## config.mk

```make
export PLATFORM = sky130hd
export DESIGN_NAME = nvdla_rbk_single_reg_ngrp_flat
export DESIGN_NICKNAME = d
export VERILOG_FILES = /design/src/rtl/nvdla_rbk_single_reg_ngrp_pkg.sv /design/src/rtl/nvdla_rbk_single_reg_ngrp_if.sv /design/src/rtl/nvdla_rbk_single_reg_ngrp_event_sticky.sv /design/src/rtl/nvdla_rbk_single_reg_ngrp.sv /design/src/flat_wrapper.sv
export SDC_FILE = /design/constraint.sdc
export NUM_CORES = 1
export LEC_CHECK = 0
export CORE_MARGIN = 2
export CORE_UTILIZATION = 36
export CTS_CLUSTER_DIAMETER = 100
export DETAILED_ROUTE_END_ITERATION = 16
export PLACE_DENSITY = 0.82
export RECOVER_POWER = 100
export SYNTH_ARGS = -nofsm -noshare
export SYNTH_HDL_FRONTEND = slang
export SYNTH_SLANG_ARGS = --single-unit
```

## constraint.sdc

```tcl
create_clock -name nvdla_core_clk -period 2 [get_ports nvdla_core_clk]
set_input_delay 0.4 -clock nvdla_core_clk [delete_from_list [all_inputs] [get_ports nvdla_core_clk]]
set_output_delay 0.4 -clock nvdla_core_clk [all_outputs]
set_load 0.05 [all_outputs]
```

## src/rtl/nvdla_rbk_single_reg_ngrp_pkg.sv

```systemverilog
// rtl/nvdla_rbk_single_reg_ngrp_pkg.sv - register offsets and field widths shared by RUBIK single-reg blocks
package nvdla_rbk_reg_pkg;

   // Register byte offsets decoded from the CSB bus
   localparam logic [11:0] RBK_S_STATUS     = 12'h000;
   localparam logic [11:0] RBK_S_POINTER    = 12'h004;
   localparam logic [11:0] RBK_S_EVENT      = 12'h008;
   localparam logic [11:0] RBK_S_EVENT_MASK = 12'h00C;
   localparam logic [11:0] RBK_S_CTRL       = 12'h010;
   localparam logic [11:0] RBK_S_ERR        = 12'h014;

   // Width of one per-group status field
   localparam int RBK_STATUS_FIELD_W = 2;

   // Width of the illegal-write counter
   localparam int RBK_ERR_W = 8;

   // Increment that sticks at all-ones instead of wrapping
   function automatic logic [RBK_ERR_W-1:0] rbk_sat_inc(input logic [RBK_ERR_W-1:0] v);
      return (&v) ? v : v + RBK_ERR_W'(1);
   endfunction

endpackage

```

## src/rtl/nvdla_rbk_single_reg_ngrp_if.sv

```systemverilog
// rtl/nvdla_rbk_single_reg_ngrp_if.sv - CSB register access bus between decoder and single-reg block
interface nvdla_rbk_single_reg_ngrp_if;
   logic [11:0] reg_offset;
   logic        reg_wr_en;
   logic [31:0] reg_wr_data;
   logic [31:0] reg_rd_data;

   // Decoder side: issues offsets/writes, receives read data
   modport master (
      output reg_offset,
      output reg_wr_en,
      output reg_wr_data,
      input  reg_rd_data
   );

   // Register block side
   modport slave (
      input  reg_offset,
      input  reg_wr_en,
      input  reg_wr_data,
      output reg_rd_data
   );
endinterface

```

## src/rtl/nvdla_rbk_single_reg_ngrp_event_sticky.sv

```systemverilog
// rtl/nvdla_rbk_single_reg_ngrp_event_sticky.sv - N-bit sticky event register with W1C, mask and interrupt flop
module nvdla_rbk_event_sticky #(
   parameter int N = 2
) (
   input  logic         clk,
   input  logic         rst,
   input  logic [N-1:0] set_vec,
   input  logic         clr_en,
   input  logic [N-1:0] clr_vec,
   input  logic         mask_wr_en,
   input  logic [N-1:0] mask_wr_data,
   output logic [N-1:0] event_bits,
   output logic [N-1:0] mask_bits,
   output logic         intr
);

   logic [N-1:0] event_q, event_d;
   logic [N-1:0] mask_q, mask_d;
   logic         intr_q, intr_d;

   // Next state: clear first, then OR in sets so a same-cycle set survives the clear
   always_comb begin
      event_d = event_q;
      mask_d  = mask_q;
      if (clr_en) begin
         event_d = event_q & ~clr_vec;
      end
      event_d = event_d | set_vec;
      if (mask_wr_en) begin
         mask_d = mask_wr_data;
      end
      // Interrupt follows the registered event/mask, one cycle behind them
      intr_d = |(event_q & mask_q);
   end

   // State registers, cleared asynchronously so the interrupt drops on reset without a clock
   always_ff @(posedge clk or posedge rst) begin
      if (rst) begin
         event_q <= '0;
         mask_q  <= '0;
         intr_q  <= 1'b0;
      end else begin
         event_q <= event_d;
         mask_q  <= mask_d;
         intr_q  <= intr_d;
      end
   end

   assign event_bits = event_q;
   assign mask_bits  = mask_q;
   assign intr       = intr_q;

endmodule

```

## src/rtl/nvdla_rbk_single_reg_ngrp.sv

```systemverilog
// rtl/nvdla_rbk_single_reg_ngrp.sv - RUBIK producer/consumer pointer register block for NUM_GROUPS groups
module nvdla_rbk_single_reg_ngrp
   import nvdla_rbk_reg_pkg::*;
#(
   parameter  int NUM_GROUPS = 2,
   localparam int PTR_W      = (NUM_GROUPS > 2) ? $clog2(NUM_GROUPS) : 1
) (
   input  logic                                     nvdla_core_clk,
   input  logic                                     nvdla_core_rst,
   nvdla_rbk_single_reg_ngrp_if.slave               csb,
   output logic [PTR_W-1:0]                         producer,
   input  logic [PTR_W-1:0]                         consumer,
   input  logic [RBK_STATUS_FIELD_W*NUM_GROUPS-1:0] status,
   output logic                                     group_done_intr
);

   localparam logic [31:0]      NUM_GROUPS_U = 32'(NUM_GROUPS);
   localparam logic [PTR_W-1:0] LAST_GROUP   = PTR_W'(NUM_GROUPS - 1);

   logic [PTR_W-1:0]     producer_q, producer_d;
   logic [PTR_W-1:0]     consumer_q, consumer_d;
   logic [RBK_ERR_W-1:0] err_q, err_d;

   logic                  wr_status, wr_pointer, wr_event, wr_mask, wr_ctrl, wr_err, wr_undef;
   logic                  ptr_in_range;
   logic                  illegal_wr;
   logic [NUM_GROUPS-1:0] set_vec;
   logic [NUM_GROUPS-1:0] event_bits, mask_bits;
   logic [31:0]           rd_data;

   // Upper write-data bits have no destination in any register
   logic unused_wr_data;
   assign unused_wr_data = ^csb.reg_wr_data;

   // Write decode, illegal-write detection and producer/consumer/error next state
   always_comb begin
      wr_status  = csb.reg_wr_en && (csb.reg_offset == RBK_S_STATUS);
      wr_pointer = csb.reg_wr_en && (csb.reg_offset == RBK_S_POINTER);
      wr_event   = csb.reg_wr_en && (csb.reg_offset == RBK_S_EVENT);
      wr_mask    = csb.reg_wr_en && (csb.reg_offset == RBK_S_EVENT_MASK);
      wr_ctrl    = csb.reg_wr_en && (csb.reg_offset == RBK_S_CTRL);
      wr_err     = csb.reg_wr_en && (csb.reg_offset == RBK_S_ERR);
      wr_undef   = csb.reg_wr_en && !(wr_status || wr_pointer || wr_event ||
                                      wr_mask || wr_ctrl || wr_err);

      ptr_in_range = (32'(csb.reg_wr_data[PTR_W-1:0]) < NUM_GROUPS_U);
      illegal_wr   = wr_status || wr_undef || (wr_pointer && !ptr_in_range);

      producer_d = producer_q;
      if (wr_pointer && ptr_in_range) begin
         producer_d = csb.reg_wr_data[PTR_W-1:0];
      end else if (wr_ctrl && csb.reg_wr_data[0]) begin
         producer_d = (producer_q == LAST_GROUP) ? '0 : producer_q + PTR_W'(1);
      end

      consumer_d = consumer;

      // The group hardware just left is the one that has been consumed
      set_vec = '0;
      for (int g = 0; g < NUM_GROUPS; g++) begin
         if ((consumer != consumer_q) && (consumer_q == PTR_W'(g))) begin
            set_vec[g] = 1'b1;
         end
      end

      err_d = err_q;
      if (wr_err) begin
         err_d = '0;
      end else if (illegal_wr) begin
         err_d = rbk_sat_inc(err_q);
      end
   end

   // Pointer and error state registers
   always_ff @(posedge nvdla_core_clk or posedge nvdla_core_rst) begin
      if (nvdla_core_rst) begin
         producer_q <= '0;
         consumer_q <= '0;
         err_q      <= '0;
      end else begin
         producer_q <= producer_d;
         consumer_q <= consumer_d;
         err_q      <= err_d;
      end
   end

   nvdla_rbk_event_sticky #(
      .N (NUM_GROUPS)
   ) u_event (
      .clk          (nvdla_core_clk),
      .rst          (nvdla_core_rst),
      .set_vec      (set_vec),
      .clr_en       (wr_event),
      .clr_vec      (csb.reg_wr_data[NUM_GROUPS-1:0]),
      .mask_wr_en   (wr_mask),
      .mask_wr_data (csb.reg_wr_data[NUM_GROUPS-1:0]),
      .event_bits   (event_bits),
      .mask_bits    (mask_bits),
      .intr         (group_done_intr)
   );

   // Zero-latency read mux; unlisted offsets and CTRL read as zero
   always_comb begin
      rd_data = '0;
      case (csb.reg_offset)
         RBK_S_STATUS:     rd_data = 32'(status);
         RBK_S_POINTER: begin
            rd_data[PTR_W-1:0]    = producer_q;
            rd_data[16 +: PTR_W]  = consumer_q;
         end
         RBK_S_EVENT:      rd_data = 32'(event_bits);
         RBK_S_EVENT_MASK: rd_data = 32'(mask_bits);
         RBK_S_ERR:        rd_data = 32'(err_q);
         default:          rd_data = '0;
      endcase
   end

   assign csb.reg_rd_data = rd_data;
   assign producer        = producer_q;

endmodule

```

## src/flat_wrapper.sv

```systemverilog
// flat-port wrapper written by rule: the top's interface ports become plain ports
module nvdla_rbk_single_reg_ngrp_flat import nvdla_rbk_reg_pkg::*;
#(
   parameter  int NUM_GROUPS = 2,
   localparam int PTR_W      = (NUM_GROUPS > 2) ? $clog2(NUM_GROUPS) : 1
)
  (nvdla_core_clk, nvdla_core_rst, producer, consumer, status, group_done_intr, csb_reg_offset, csb_reg_wr_en, csb_reg_wr_data, csb_reg_rd_data);
  nvdla_rbk_single_reg_ngrp_if csb_i ();
  input  logic nvdla_core_clk;
  input  logic nvdla_core_rst;
  output logic [PTR_W-1:0] producer;
  input  logic [PTR_W-1:0] consumer;
  input  logic [RBK_STATUS_FIELD_W*NUM_GROUPS-1:0] status;
  output logic group_done_intr;
  input wire logic [$bits(csb_i.reg_offset)-1:0] csb_reg_offset;
  input wire logic [$bits(csb_i.reg_wr_en)-1:0] csb_reg_wr_en;
  input wire logic [$bits(csb_i.reg_wr_data)-1:0] csb_reg_wr_data;
  output wire logic [$bits(csb_i.reg_rd_data)-1:0] csb_reg_rd_data;
  assign csb_i.reg_offset = csb_reg_offset;
  assign csb_i.reg_wr_en = csb_reg_wr_en;
  assign csb_i.reg_wr_data = csb_reg_wr_data;
  assign csb_reg_rd_data = csb_i.reg_rd_data;
  nvdla_rbk_single_reg_ngrp #(.NUM_GROUPS(NUM_GROUPS)) u_core (.nvdla_core_clk(nvdla_core_clk), .nvdla_core_rst(nvdla_core_rst), .csb(csb_i), .producer(producer), .consumer(consumer), .status(status), .group_done_intr(group_done_intr));
endmodule
```

# Word-level counts from Yosys, hierarchy flattened
# Index checks and enable logic that the tools add are counted.
[op_classes] add_sub_neg=2 eq_ne=7 muxes=12 bitwise_logic=5 reduce_logical=23
[op_table] operator="one-hot mux 7 bit (4 select lines)" count=1
[op_table] operator="== test 12 x 4 -> 1 bit (second input constant)" count=2
[op_table] operator="== test 12 x 5 -> 1 bit (second input constant)" count=2
[op_table] operator="two-way mux 8 bit" count=3
[op_table] operator="== test 12 x 3 -> 1 bit (second input constant)" count=1
[op_table] operator="logical NOT 12 bit" count=1
[op_table] operator="logical AND 1 bit" count=10
[op_table] operator="adder 8 x 1 -> 8 bit (second input constant)" count=1
[op_table] operator="AND reduction 8 bit" count=1
[op_table] operator="logical OR 1 bit" count=6
[op_table] operator="two-way mux 1 bit" count=6
[op_table] operator="one-hot mux 1 bit (5 select lines)" count=1
[op_table] operator="AND 2 bit" count=2
[op_table] operator="nonzero test 2 bit" count=2
[op_table] operator="two-way mux 2 bit" count=1
[op_table] operator="!= test 2 x 1 -> 1 bit (second input constant)" count=1
[op_table] operator="inverter 2 bit" count=1
[op_table] operator="OR 2 bit" count=1
[op_table] operator="AND reduction 2 bit" count=1
[op_table] operator="OR reduction 2 bit" count=1
[op_table] operator="adder 1 bit (second input constant)" count=1
[op_table] operator="logical NOT 1 bit" count=1
[op_table] operator="!= test 1 bit" count=1
[op_table] operator="inverter 1 bit" count=1
[totals] ff_bits=15 in_bits=52 output_inout_bits=34 word_cells=55

# Logic depth before layout (Yosys ltp)
# Gate-level depths: netlist of run 1.
[logic_depth] depth_word=12 depth_mapped=7 depth_no_buf=6

# Hierarchy
# From an unflattened synthesis of run 1, not the netlist that was laid out.
[unflattened] hier_cells=139 hier_area_um2=1203.7
[by_module_without_submodules] mod="nvdla_rbk_single_reg_ngrp" n_inst=1 cells_each=126 area_each_um2=1013.5 seq_area_each_um2=250.2
[by_module_without_submodules] mod="nvdla_rbk_event_sticky" n_inst=1 cells_each=13 area_each_um2=190.2 seq_area_each_um2=125.1

# Least setup slack after synthesis of run 1
# Ideal clock, no wire load.
[synth_timing] path_kind="in2out" startpoint="input csb_reg_offset[9]" endpoint="output csb_reg_rd_data[0]" t_arrival_ns=2.139 required_time_ns=1.600 setup_slack_ns=-0.539 cell_stages=4 path_buffers=0 path_cell_list="nor4_4 and3_2 nand2_1 o21ai_0"
[synth_between] elab_chain_cells=2 word_cells_on_any_way=6 classes_between="eq/ne (4); mux (1); reduce/logical (1)"
[synth_lines] element="start: declaration" line_no="flat_wrapper.sv:15" rtl="input wire logic [$bits(csb_i.reg_offset)-1:0] csb_reg_offset;"
[synth_lines] element="== test 12 x 5 -> 1 bit, or another cell as far along" line_no="nvdla_rbk_single_reg_ngrp.sv:105" rtl="case (csb.reg_offset)"
[synth_lines] element="one-hot mux 1 bit (5 select lines) (*)" line_no="nvdla_rbk_single_reg_ngrp.sv:105"
[synth_lines] element="end: declaration" line_no="flat_wrapper.sv:18" rtl="output wire logic [$bits(csb_i.reg_rd_data)-1:0] csb_reg_rd_data;"
# Every way passes the cells marked *; elsewhere a longest branch is shown, timed or not.

# Final worst setup path of run 1
[layout_timing] startpoint="input csb_reg_offset[8]" endpoint="output csb_reg_rd_data[16]"
[layout_between] elab_chain_cells=2
[layout_lines] element="== test 12 x 3 -> 1 bit" line_no="nvdla_rbk_single_reg_ngrp.sv:105"
[layout_lines] element="two-way mux 1 bit" line_no="nvdla_rbk_single_reg_ngrp.sv:105"
# No other way between the ends.

==> results of run 1 <==
## cell usage after synthesis (2+ instances only)
cell type | instances | share of area
nand2_1 | 12 | 0.034
and2_1 | 4 | 0.019
a21oi_1 | 3 | 0.011
nor4b_2 | 3 | 0.034
mux2_1 | 2 | 0.017
and3_1 | 3 | 0.014
a22o_1 | 5 | 0.033
dfrtp_1 | 15 | 0.29
inv_1 | 5 | 0.014
nor2_1 | 5 | 0.014
nand2b_2 | 2 | 0.013
nor2b_1 | 2 | 0.0095
buf_4 | 25 | 0.14
buf_2 | 4 | 0.015
nor3_1 | 2 | 0.0076
nor2_2 | 2 | 0.0095
nand3_1 | 4 | 0.015
## worst register-to-register path: cells and delay by family, from the launching register on
| kind | cells | cell delay [ns] |
|---|---|---|
| AOI/OAI and AO/OA | 3 | 0.84 |
| DFF | 1 | 0.45 |
| adders and majority gates | 1 | 0.28 |
| and+or+nand+nor | 2 | 0.17 |
## report_power, final
group | total (uW) | internal (uW) | switching [uW]
registers | 441 | 355 | 86.0
clock network | 185 | 74.6 | 110
logic | 354 | 140 | 214
total | 980 | 570 | 410
## state kept, by name, indices dropped and copies added, names as in the netlist
signal / cells
u_core.producer: 1
u_core.err_q: 8
u_core.consumer_q: 1
u_core.u_event.event_bits: 2
u_core.u_event.mask_bits: 2
u_core.u_event.intr: 1
## routing by layer
| layer | global-route usage | part of all wire | vias up |
|---|---|---|---|
| li1 | - | - | 569 |
| met1 | 0.194 | 0.39 | 579 |
| met2 | 0.270 | 0.50 | 75 |
| met3 | 0.0174 | 0.075 | 14 |
| met4 | 0.106 | 0.034 | 0 |
| met5 | 0 | 0 | - |
## stage by stage
stage	hold WS, ns	area (sq um)	setup WS (ns)	TNS (ns)
after floorplan	0.301	1420	-0.0479	-0.143
after global placement	0.494	1810	-0.488	-6.22
after detailed placement	0.500	1810	-0.521	-6.82
after CTS	0.484	1990	-0.174	-0.665
after global routing	0.562	2000	-0.231	-1.30
final	0.521	2000	-0.128	-0.481
## what timing repair did
item / in CTS / in global routing
pin swaps: 12 / 7
resized for setup: 46 / 9
gates cloned: 1 / 0
hold endpoints to repair: 0 / 0
setup endpoints to repair: 12 / 12
buffers inserted: 9 / 0
## how the worst max path moves through the flow
stage / end / slack [ns] / start
2_1_floorplan: csb_reg_rd_data[16] / -0.05 / csb_reg_offset[9]
3_3_place_gp: csb_reg_rd_data[3] / -0.49 / csb_reg_offset[9]
3_5_place_dp: csb_reg_rd_data[2] / -0.52 / csb_reg_offset[9]
4_1_cts: csb_reg_rd_data[1] / -0.17 / csb_reg_offset[10]
5_1_grt: csb_reg_rd_data[16] / -0.23 / csb_reg_offset[8]
6_report: csb_reg_rd_data[16] / -0.13 / csb_reg_offset[8]
## cell families (layout without fill, tap and decap cells)
group / Yosys count / in the layout / synth area share
AO/OA/AOI/OAI: 28 / 28 / 0.195
XOR/XNOR: 2 / 2 / 0.0133
adder cells (fa/ha/maj): 1 / 1 / 0.00952
buffers and inverters: 35 / 69 / 0.181
flip-flops: 15 / 15 / 0.286
multiplexers: 4 / 4 / 0.0429
other: 1 / 23 / 0.00285
AND/OR/NAND/NOR: 53 / 53 / 0.270
## cell type report
class | count | area [sq um] | share of cell area
timing repair buffer | 60 | 654 | 0.327
tap | 46 | 57.6 | 0.0287
clock buffer | 3 | 22.5 | 0.0113
multi-input combinational | 111 | 868 | 0.434
sequential | 15 | 375 | 0.188
clock inverter | 1 | 5.00 | 0.00250
inverter | 5 | 18.8 | 0.00938
==> results.py, run 1 <==
metrics = {
    "global_route": {
        "grt_pass1_vias": 1181,
        "grt_first_pass_wirelength_mm": 5.18,
        "grt_antenna_before_repair": 0,
        "gr-total-overflow": 0,
        "grt_max_degree": 16,
        "grt_usage": 0.161,
    },
    "outcome": {
        "outcome": "complete, but fails checks",
        "violations": "setup timing",
    },
    "final_layout": {
        "final_common_cell": "buf_4",
        "area_delta_synth_final_pct": 52.4,
        "nets": 249,
        "stdcell_count": 241,
        "layout_common_cells": "25 x buf_4, 23 x conb_1, 15 x dfrtp_1, 10 x nand2_1, 10 x buf_12",
        "fillCellCount": 288,
        "drive_gt1_frac": 0.426,
        "n_antenna_cell": 0,
        "final_util": 0.586,
    },
    "sta": {
        "fmax_ghz": 0.470,
        "worst_slew_pin_slew_ns": 0.589,
        "hold_violations": 0,
        "slew_viol_final": 0,
        "min_period_ns": 2.13,
        "rsz0062_at_grt": "true",
        "setup_viol": 5,
        "fin_ws_ns": -0.128,
        "max-slew-margin-rel": 0.607,
        "finClkSkew_ns": 0.00331,
        "finalCritPeriodShare": 1.06,
    },
    "synthesis": {
        "syn-cell-area_sq_mm": 0.00131,
        "yosysSeqAreaShare": 0.286,
        "synth_edf_count": 0,
        "syn_inst": 139,
        "synth_area_per_cell_sq_um": 9.45,
        "synth_flop_cell": "dfrtp_1",
        "synth_warnings": 0,
        "ys_ff_latch": 15,
        "synthArstFlopShare": 1.00,
        "synth.distinct_cells": 58,
    },
    "place": {
        "portBuffers": 32,
        "dpl.hpwl_mm": 2.31,
        "gp_congestion": 0.793,
        "placedCellCount": 227,
    },
    "floorplanning": {
        "rows": 21,
        "core_sq_mm": 0.00342,
        "dieWidth_um": 64.4,
        "io_pins": 86,
        "fp.dieArea_sq_mm": 0.00415,
        "initial_core_util": 0.385,
        "die_y_um": 64.4,
    },
    "hold_path": {
        "min_from": "u_core.u_event.mask_bits[0]$_DFFE_PP0P_",
        "hold_depth": 1,
        "hp-class": "reg2reg",
        "holdPathEnd": "u_core.u_event.mask_bits[0]$_DFFE_PP0P_",
    },
    "routing": {
        "vias": 1237,
        "wirelength_mm": 3.24,
        "viasPerCell": 5.13,
        "drt-initial-drc-count": 57,
        "first_pass_iters": 4,
        "ant_nets": 0,
        "avgRoutedWirePerCell_um": 13.4,
        "drcViolationCount": 0,
    },
    "critical_path": {
        "crit_required_ns": 1.60,
        "cp.depth": 7,
        "crit_family": "simple AND/OR/NAND/NOR gates",
        "crit_fanout": 3,
        "worst_r2r_path_depth": 6,
        "path_cells": "buf_6, nor4_4, nand3_2, or3_4, buf_4, nor2_4, buf_12",
        "crit_arrival_ns": 1.73,
        "cp_slowest_cell": "or3_4",
        "startpoint_type": "input pin",
        "max_stage_delay_ns": 0.38,
        "rr_endpoint": "u_core.err_q[7]$_DFFE_PP0P_",
        "reg2reg_slack_ns": 0.16,
        "cp-end-kind": "primary output",
        "rr_startpoint": "u_core.err_q[0]$_DFFE_PP0P_",
        "critPathBufInv": 3,
        "crit_type": "in2out",
    },
    "cts": {
        "clock-sinks": 15,
        "worstSkewPairLatency_ns": 0.30,
        "cts_tree": "done",
        "cts_hold_buf": 0,
        "cts-root-buf": "clkbuf_4",
        "cts-buffers-inserted": 3,
        "htree_levels": 1,
        "clk_pin_slew_ns": 0.10,
        "clock_path_buffers": 2,
    },
    "pwr": {
        "vdd_drop_max_uv": 190,
        "power.density_mw_per_mm2": 489,
        "static-leakage-power_uw": 0.000886,
        "p_total_uw": 980,
    },
    "flow_run": {
        "drv_cap": 0,
    },
}
Note: power is estimated with default switching activity, not from simulation.
==> run 2: changes to the inputs <==
Settings changed: CELL_PAD_IN_SITES_DETAIL_PLACEMENT from default to 0, CELL_PAD_IN_SITES_GLOBAL_PLACEMENT from default to 1, CORE_UTILIZATION 36 to 24, PLACE_DENSITY 0.82 to 0.83, SYNTH_HIERARCHICAL from default to 1.
==> run 2 against run 1 <==
  * Synthesized cell count stayed put
  * The run now ends clean
  * Global-route usage is 5.3 points lower
  * Total power is 0.75% lower
  * Sequential share of layout area is 2.0 points higher
  * Combinational power is 16% lower
  * Count of clock-buffer cells in the layout stayed put
  * Cell area is 9.5% lower
  * Fmax is 6.7% higher
==> results.py, run 2 <==
metrics = {
    "outcome": {
        "outcome": "complete, no violations",
    },
    "place": {
        "gp_congestion": 0.812,
        "dpl.hpwl_mm": 2.26,
        "placedCellCount": 243,
        "dp_worst_setup_slack_ns": -0.542,
        "portBuffers": 32,
    },
    "synthesis": {
        "synth.area.top_cells": "dfrtp_1 31%, buf_4 15%, o21ai_0 5.0%, nand3_1 3.7%, or3_1 3.6%",
        "synth_top_area_frac": 0.312,
        "syn_inst": 139,
        "synth_warnings": 6,
        "yosysSeqAreaShare": 0.312,
        "yosysMostFrequentCell": "buf_4",
        "syn-cell-area_sq_mm": 0.00120,
        "synthArstFlopShare": 1.00,
        "synth_edf_count": 0,
        "ys_ff_latch": 15,
        "synth_common_cells": "24 x buf_4, 15 x dfrtp_1, 12 x o21ai_0",
        "synth_area_per_cell_sq_um": 8.66,
        "synth_area_leader_cell": "dfrtp_1",
        "synth.distinct_cells": 32,
        "synth_flop_cell": "dfrtp_1",
    },
    "sta": {
        "slew_viol_final": 0,
        "fin_ws_ns": 0.00638,
        "worst_hold_slack_ns": 0.511,
        "setup_viol": 0,
        "finalCritPeriodShare": 0.997,
        "fmax_ghz": 0.502,
        "finClkSkew_ns": 0.00295,
        "worst_slew_pin_slew_ns": 0.522,
        "hold_violations": 0,
        "min_period_ns": 1.99,
        "rsz0062_at_grt": "true",
        "max-slew-margin-rel": 0.650,
    },
    "critical_path": {
        "rr_startpoint": "u_core/err_q[0]$_DFFE_PP0P_",
        "path_cells": "dlygate4sd2_1, nor2_2, nand3_2, or2_4, nor3_4, buf_12",
        "crit_type": "in2out",
        "critPathLaunch": "csb_reg_offset[11]",
        "critPathBufInv": 2,
        "cp-end-kind": "primary output",
        "reg2reg_slack_ns": 0.22,
        "cp_slowest_cell": "or2_4",
        "crit_fanout": 4,
        "startpoint_type": "input pin",
        "crit_family": "simple AND/OR/NAND/NOR gates",
        "max_stage_delay_ns": 0.30,
        "crit_required_ns": 1.60,
        "crit_arrival_ns": 1.59,
    },
    "cts": {
        "clk_pin_slew_ns": 0.06,
        "cts-root-buf": "clkbuf_8",
        "htree_levels": 1,
        "cts_hold_buf": 0,
        "clock_path_buffers": 2,
        "cts-buffers-inserted": 3,
        "worstSkewPairLatency_ns": 0.25,
        "clock-sinks": 15,
        "cts_tree": "done",
    },
    "floorplanning": {
        "fp.dieArea_sq_mm": 0.00560,
        "dieWidth_um": 74.8,
        "core_sq_mm": 0.00479,
        "die_y_um": 74.8,
        "io_pins": 86,
        "rows": 25,
        "initial_core_util": 0.252,
    },
    "global_route": {
        "grt_first_pass_wirelength_mm": 4.76,
        "grt_max_degree": 17,
        "grt_antenna_before_repair": 0,
        "grt_usage": 0.108,
        "grt_pass1_vias": 1020,
        "gr-total-overflow": 0,
    },
    "final_layout": {
        "largest_register": "u_core/err_q",
        "stdcell_count": 253,
        "drive_gt1_frac": 0.317,
        "n_antenna_cell": 0,
        "fillCellCount": 499,
        "final_common_cell": "conb_1",
        "layout_common_cells": "23 x conb_1, 15 x dfrtp_1, 13 x buf_4, 12 x o21ai_0",
        "area_delta_synth_final_pct": 50.5,
        "final_util": 0.379,
        "largest_reg_flops": 8,
        "nets": 240,
    },
    "routing": {
        "first_pass_iters": 4,
        "avgRoutedWirePerCell_um": 12.2,
        "vias": 1053,
        "wl_met1_mm": 1.30,
        "viasPerCell": 4.16,
        "top_layer_used": "met3",
        "drt-initial-drc-count": 52,
        "wirelength_mm": 3.08,
        "drcViolationCount": 0,
        "ant_nets": 0,
        "wl_met2_mm": 1.61,
        "wl_met3_um": 170,
    },
    "pwr": {
        "static-leakage-power_uw": 0.000784,
        "power.density_mw_per_mm2": 537,
        "vdd_drop_max_uv": 248,
    },
    "flow_run": {
        "drv_cap": 0,
    },
    "hold_path": {
        "hp-class": "in2async",
    },
}
[run 2: where the power goes]
group | internal [uW] | leakage (uW) | switching (uW)
logic | 101 | 0.000570 | 195
registers | 352 | 0.000189 | 75.3
clock network | 138 | 0.0000255 | 110
[run 2: metrics by stage]
stage	cell area (sq um)	setup TNS [ns]	total power, uW
2_1_floorplan	1310	-0.282	654
3_3_place_gp	1670	-8.05	708
3_5_place_dp	1670	-8.63	716
4_1_cts	1800	-0.501	980
5_1_grt	1810	-0.338	1040
6_report	1810	0	972
[run 2: layout make-up]
cell class / instances / area, sq um / area share
Clock buffer: 3 / 41.3 / 0.0228
Clock inverter: 1 / 5.00 / 0.00276
Inverter: 5 / 18.8 / 0.0104
Multi-Input combinational cell: 113 / 754 / 0.416
Sequential cell: 15 / 375 / 0.207
Tap cell: 67 / 83.8 / 0.0463
Timing Repair Buffer: 49 / 533 / 0.294
[run 2: timing repair]
item | CTS | global route
buffers inserted | 3 | 3
gates resized for setup | 43 | 3
pin swaps | 9 | 6
endpoints found under the setup margin | 18 | 12
[run 2: logic make-up after synthesis]
logic type,share of synthesized area
mux,0.0582
other cells,0.00312
simple gates,0.266
compound gates,0.154
buf+inv,0.196
fa+ha+maj,0.0104
flops,0.312
[run 2: worst paths after layout]
path | endpoint | cells after the start
min in group nvdla_core_clk | u_core/u_event/event_bits[0]$_DFF_PP0_ | 1
worst min register to register | u_core/u_event/event_bits[0]$_DFF_PP0_ | 1
worst max-delay path | csb_reg_rd_data[16] | 6
worst min-delay path | u_core/u_event/intr$_DFF_PP0_ | 2
max in group asynchronous | u_core/producer$_DFFE_PP0P_ | 2
worst max register to register | u_core/err_q[6]$_DFFE_PP0P_ | 6
[run 2: routing by layer]
| layer | up-vias | GRT usage |
|---|---|---|
| met2 | 32 | 0.196 |
| met5 | - | 0 |
| li1 | 535 | - |
| met3 | 0 | 0.0228 |
| met1 | 486 | 0.131 |
| met4 | 0 | 0.0218 |
[run 2: worst register-to-register path: stages, from the launching register on]
cell       delay, ns
dfrtp_1         0.46
ha_1            0.29
nand3_1         0.09
o21ai_0         0.09
o2bb2ai_2       0.24
or3_1           0.39
a21oi_1         0.16
